==> src/rtl/mux_bus_pkg.sv <==
// Shared types and default sizing for the multiplexed ALE/En/Rw bus responder.
package mux_bus_pkg;

    localparam int DEF_DATA_W = 5;
    localparam int DEF_ADDR_W = 3;

    typedef enum logic [1:0] {
        IDLE    = 2'd0,
        ADDR_OK = 2'd1,
        ACCESS  = 2'd2
    } state_e;

endpackage : mux_bus_pkg

==> src/rtl/mux_bus_regfile.sv <==
// DEPTH x DATA_W register file: one synchronous write port, one combinational read port,
// contents cleared by the asynchronous reset.
module mux_bus_regfile
    import mux_bus_pkg::*;
#(
    parameter int DATA_W = DEF_DATA_W,
    parameter int ADDR_W = DEF_ADDR_W
) (
    input  logic              clk,
    input  logic              rst,
    input  logic              we,
    input  logic [ADDR_W-1:0] waddr,
    input  logic [DATA_W-1:0] wdata,
    input  logic [ADDR_W-1:0] raddr,
    output logic [DATA_W-1:0] rdata
);

    localparam int DEPTH = 2 ** ADDR_W;

    logic [DATA_W-1:0] regs_q [DEPTH];
    logic [DATA_W-1:0] regs_d [DEPTH];

    // Next-state of the storage array: copy, then overlay the single write.
    always_comb begin
        for (int i = 0; i < DEPTH; i++) begin
            regs_d[i] = regs_q[i];
        end
        if (we) begin
            regs_d[waddr] = wdata;
        end else begin
            regs_d[waddr] = regs_q[waddr];
        end
    end

    // Storage flops with asynchronous clear.
    always_ff @(posedge clk or posedge rst) begin
        if (rst) begin
            for (int i = 0; i < DEPTH; i++) begin
                regs_q[i] <= {DATA_W{1'b0}};
            end
        end else begin
            for (int i = 0; i < DEPTH; i++) begin
                regs_q[i] <= regs_d[i];
            end
        end
    end

    assign rdata = regs_q[raddr];

endmodule : mux_bus_regfile

==> src/rtl/mux_bus_responder.sv <==
// Responder end of the multiplexed ALE/En/Rw bus: address latch, access FSM and register file.
// Optional feature macro ADDR_AUTOINC_EN: post-increment the address after each valid access.
module mux_bus_responder
    import mux_bus_pkg::*;
#(
    parameter int DATA_W = DEF_DATA_W,
    parameter int ADDR_W = DEF_ADDR_W
) (
    input  logic              clk,
    input  logic              rst,
    input  logic              ale,
    input  logic              en,
    input  logic              rw,
    input  logic [DATA_W-1:0] ad_in,
    output logic [DATA_W-1:0] ad_out,
    output logic              ad_oe,
    output logic              ack,
    output logic              err
);

    state_e            state_q,  state_d;
    logic [ADDR_W-1:0] addr_q,   addr_d;
    logic [DATA_W-1:0] ad_out_q, ad_out_d;
    logic              ad_oe_q,  ad_oe_d;
    logic              ack_q,    ack_d;
    logic              err_q,    err_d;
    logic              we_s;
    logic [DATA_W-1:0] rd_data_s;
`ifdef ADDR_AUTOINC_EN
    // Remembers whether the current ACCESS was a real read/write (not an error).
    logic              acc_ok_q, acc_ok_d;
`endif

    mux_bus_regfile #(
        .DATA_W (DATA_W),
        .ADDR_W (ADDR_W)
    ) u_regfile (
        .clk   (clk),
        .rst   (rst),
        .we    (we_s),
        .waddr (addr_q),
        .wdata (ad_in),
        .raddr (addr_q),
        .rdata (rd_data_s)
    );

    // Next-state, address latch and output-register logic.
    always_comb begin
        state_d  = state_q;
        addr_d   = addr_q;
        ad_out_d = ad_out_q;
        ad_oe_d  = ad_oe_q;
        ack_d    = 1'b0;
        err_d    = 1'b0;
        we_s     = 1'b0;
`ifdef ADDR_AUTOINC_EN
        acc_ok_d = acc_ok_q;
`endif
        case (state_q)
            IDLE: begin
                if (en) begin
                    // Strobe without a latched address, or collision with ALE.
                    err_d   = 1'b1;
                    state_d = ACCESS;
`ifdef ADDR_AUTOINC_EN
                    acc_ok_d = 1'b0;
`endif
                end else if (ale) begin
                    addr_d  = ad_in[ADDR_W-1:0];
                    state_d = ADDR_OK;
                end else begin
                    state_d = IDLE;
                end
            end
            ADDR_OK: begin
                if (ale && en) begin
                    err_d   = 1'b1;
                    state_d = ACCESS;
`ifdef ADDR_AUTOINC_EN
                    acc_ok_d = 1'b0;
`endif
                end else if (ale) begin
                    addr_d  = ad_in[ADDR_W-1:0];
                    state_d = ADDR_OK;
                end else if (en) begin
                    ack_d   = 1'b1;
                    state_d = ACCESS;
`ifdef ADDR_AUTOINC_EN
                    acc_ok_d = 1'b1;
`endif
                    if (rw) begin
                        ad_out_d = rd_data_s;
                        ad_oe_d  = 1'b1;
                    end else begin
                        we_s = 1'b1;
                    end
                end else begin
                    state_d = ADDR_OK;
                end
            end
            ACCESS: begin
                if (en) begin
                    state_d = ACCESS;
                end else begin
                    ad_oe_d  = 1'b0;
                    ad_out_d = {DATA_W{1'b0}};
`ifdef ADDR_AUTOINC_EN
                    acc_ok_d = 1'b0;
                    if (acc_ok_q) begin
                        addr_d  = addr_q + ADDR_W'(1);
                        state_d = ADDR_OK;
                    end else begin
                        state_d = IDLE;
                    end
`else
                    state_d = IDLE;
`endif
                end
            end
            default: begin
                state_d  = IDLE;
                ad_oe_d  = 1'b0;
                ad_out_d = {DATA_W{1'b0}};
            end
        endcase
    end

    // State, address and output registers.
    always_ff @(posedge clk or posedge rst) begin
        if (rst) begin
            state_q  <= IDLE;
            addr_q   <= {ADDR_W{1'b0}};
            ad_out_q <= {DATA_W{1'b0}};
            ad_oe_q  <= 1'b0;
            ack_q    <= 1'b0;
            err_q    <= 1'b0;
`ifdef ADDR_AUTOINC_EN
            acc_ok_q <= 1'b0;
`endif
        end else begin
            state_q  <= state_d;
            addr_q   <= addr_d;
            ad_out_q <= ad_out_d;
            ad_oe_q  <= ad_oe_d;
            ack_q    <= ack_d;
            err_q    <= err_d;
`ifdef ADDR_AUTOINC_EN
            acc_ok_q <= acc_ok_d;
`endif
        end
    end

    assign ad_out = ad_out_q;
    assign ad_oe  = ad_oe_q;
    assign ack    = ack_q;
    assign err    = err_q;

endmodule : mux_bus_responder

==> config.mk <==
export PLATFORM = sky130hd
export DESIGN_NAME = mux_bus_responder
export DESIGN_NICKNAME = d
export VERILOG_FILES = /design/src/rtl/mux_bus_pkg.sv /design/src/rtl/mux_bus_regfile.sv /design/src/rtl/mux_bus_responder.sv
export SDC_FILE = /design/constraint.sdc
export NUM_CORES = 1
export LEC_CHECK = 0
export CAP_MARGIN = 20
export CORE_MARGIN = 4
export CORE_UTILIZATION = 55
export DETAILED_ROUTE_END_ITERATION = 7
export PLACE_DENSITY_LB_ADDON = 0.1
export SETUP_SLACK_MARGIN = 0.1
export SYNTH_ARGS = -nofsm -noshare
export SYNTH_HDL_FRONTEND = slang
export SYNTH_HIERARCHICAL = 1
export SYNTH_SLANG_ARGS = --single-unit
==> constraint.sdc <==
create_clock -name clk -period 3.92 [get_ports clk]
set_clock_uncertainty 0.2 [all_clocks]
set_input_delay 0.392 -clock clk [delete_from_list [all_inputs] [get_ports clk]]
set_output_delay 0.392 -clock clk [all_outputs]
set_load 0.02 [all_outputs]
==> results.sh <==
export IMPL_crit_family="simple AND/OR/NAND/NOR gates"
export IMPL_cts_sinks=53
export IMPL_clock_latency_ps=310
export IMPL_grt_max_degree=41
export IMPL_outcome="finished, final reports clean"
export IMPL_cts_buffers_inserted=5
export IMPL_min_period_over_period_pct=73.2
export IMPL_synth_distinct_cells=43
export IMPL_clockBufferDepth=2
export IMPL_critPathMaxStageDelay_ps=600
export IMPL_worstSetupStartpointType="input pin"
export IMPL_cp_cell_sequence="clkdlybuf4s50_1, and4bb_1, nor2b_1, buf_4, nor2_1, a222oi_1, a21oi_1"
export IMPL_achievable_frequency_mhz=348
export IMPL_final_area_sq_um=3030
export IMPL_syn_instance_count=222
export IMPL_rows=25
export IMPL_grt_usage_pct=21.5
export IMPL_antenna_found_initial=0
export IMPL_cts_resized=0
export IMPL_arrival_ps=2850
export IMPL_wire_per_inst_um=19.7
export IMPL_dp_hpwl_um=4350
export IMPL_io_buffers=17
export IMPL_critPathKind="input pin to flip-flop"
export IMPL_syn2layout_area_growth_pct=12.0
export IMPL_grt_pass1_vias=1953
export IMPL_setup_tns_ps=0
export IMPL_die_w_um=78.2
export IMPL_fp_dieArea_sq_um=6110
export IMPL_yosys_warnings=6
export IMPL_clk_pin_slew_ps=90
export IMPL_rsz0062_at_grt="false"
export IMPL_synthTopCellsByArea="dfrtp_1 49%, mux2_2 9.6%, mux4_2 8.3%"
export IMPL_p_leak_nw=1.28
export IMPL_fillerInstances=372
export IMPL_p_per_area_nw_per_um2=496
export IMPL_drtIter0Drc=181
export IMPL_seq_area_frac_synth_pct=49.0
export IMPL_cap_violations=0
export IMPL_netlist_area_sq_um=2710
export IMPL_finalCriticalPeriod_ps=2870
export IMPL_synth_top_area_share_pct=49.0
export IMPL_syn_nets=232
export IMPL_gp_congestion=0.849
export IMPL_drt_wl_total_um=6010
export IMPL_crit_required_ps=3900
export IMPL_holdBufCountCts=0
export IMPL_routed_via_density=6.15
export IMPL_cts_setup_buffers=0
export IMPL_rrSetupSlack_ps=1160
export IMPL_setup_viol=0
export IMPL_place_area_sq_um=2920
export IMPL_h_tree_depth=2
export IMPL_antenna_left=0
export IMPL_cp_max_fo=11
export IMPL_coreArea_sq_um=4750
export IMPL_grt_first_pass_wirelength_um=10100
export IMPL_tightest_slew_ps=835
export IMPL_crit_path_end_kind="flip-flop"
export IMPL_max_slew_margin_pct=44.4
export IMPL_ys_ff_latch=53
export IMPL_layout_common_cells="53 x dfrtp_1, 23 x mux2_2, 18 x a21oi_1"
export IMPL_cpMaxStageDelayCell="nor2b_1"
export IMPL_die_h_um=78.2
export IMPL_n_antenna_cell=0
export IMPL_start_util_pct=56.9
export IMPL_crit_buf_inv=2
export IMPL_final_hold_viol_count=0
export IMPL_drv_slew=0
export IMPL_hold_class="input pin to asynchronous set/reset pin"
export IMPL_synth_largest_area_cell="dfrtp_1"
export IMPL_firstDrtPassIters=4
export IMPL_nets=248
export IMPL_drcViolationCount=0
export IMPL_vias=1882
export IMPL_drive_gt1_share_pct=21.8
export IMPL_root_buffer="clkbuf_8"
export IMPL_avgSynthCellArea_sq_um=12.2
export IMPL_grt_ovfl_total=0
export IMPL_pin_count=18
export IMPL_timing_hold_ws_ps=223
export IMPL_cts_tree="built"
export IMPL_final_common_cell="dfrtp_1"
export IMPL_ir_drop_uv=260
-- path summary, 6_finish.rpt --
| path | depth (start not counted) | from | end |
|---|---|---|---|
| setup / recovery | 7 | en | u_regfile/regs_q[16] |
| hold / removal | 2 | rst | ad_out[1] |
| setup reg to reg | 6 | state_q[1] | u_regfile/regs_q[16] |
| hold reg to reg | 1 | ad_oe | ad_oe |
| max in group asynchronous | 3 | rst | u_regfile/regs_q[2] |
| min in group clk | 1 | ad_oe | ad_oe |
-- kinds of logic (layout without fill, tap and decap cells) --
| kind of cell | Yosys count | in the layout | share of synthesized area (%) |
|---|---|---|---|
| DFF | 53 | 53 | 49.0 |
| and+or+nand+nor | 56 | 56 | 12.2 |
| AOI/OAI and AO/OA | 48 | 48 | 12.8 |
| muxes | 43 | 43 | 21.8 |
| buffers and inverters | 22 | 39 | 4.34 |
-- flip-flops by register name, indices dropped and copies added (netlist names) --
register	cells
u_regfile/regs_q	40
ad_out	5
addr_q	3
state_q	2
ack	1
ad_oe	1
err	1
-- layout make-up --
cell class,instances,area (sq um),area share (%)
repair buffers,22,208,6.85
multi-input cells,147,1260,41.7
clock buffers,7,86.3,2.85
flip-flops and latches,53,1330,43.7
well taps,67,83.8,2.77
inverters,9,33.8,1.11
clock inverters,1,30.0,0.991
-- per-stage QoR --
stage	setup slack, ps	std cells	total power, W	util (%)
2_1_floorplan	1830	222	0.00102	-
3_3_place_gp	872	298	0.00111	61.3
3_5_place_dp	764	298	0.00113	61.3
4_1_cts	1090	306	0.00151	63.8
5_1_grt	824	306	0.00159	63.8
6_report	1050	306	0.00150	63.8
-- where the power goes --
| part | internal [W] | total (W) | switching [W] |
|---|---|---|---|
| sequential | 0.000635 | 0.000744 | 0.000109 |
| combinational | 0.000200 | 0.000379 | 0.000179 |
| clock | 0.000208 | 0.000381 | 0.000173 |
| total | 0.00104 | 0.00150 | 0.000461 |
-- Yosys cell counts, drive strengths merged --
master / number
dfrtp: 53
mux2: 24
a21oi: 18
nand2: 11
buf: 10
mux4: 10
inv: 9
mux2i: 9
nor2: 8
nor4: 8
nor3: 6
o31ai: 6
a22o: 5
nand2b: 5
nor2b: 4
a221oi: 3
a2bb2oi: 3
clkbuf: 3
nor3b: 3
o21ai: 3
a41oi: 2
and3b: 2
nand3: 2
nand3b: 2
o22a: 2
o22ai: 2
a21o: 1
a222oi: 1
a311oi: 1
a31oi: 1
and2: 1
and4bb: 1
nor4b: 1
or3: 1
or3b: 1
-- routing by layer --
layer | wire [um] | vias up | global-route usage (%)
li1 | - | 875 | -
met4 | 63 | 0 | 7.69
met2 | 2940 | 45 | 34.5
met1 | 2800 | 956 | 29.3
met5 | 0 | - | 0
met3 | 209 | 6 | 4.24
Power figures use the tool's default switching activity.
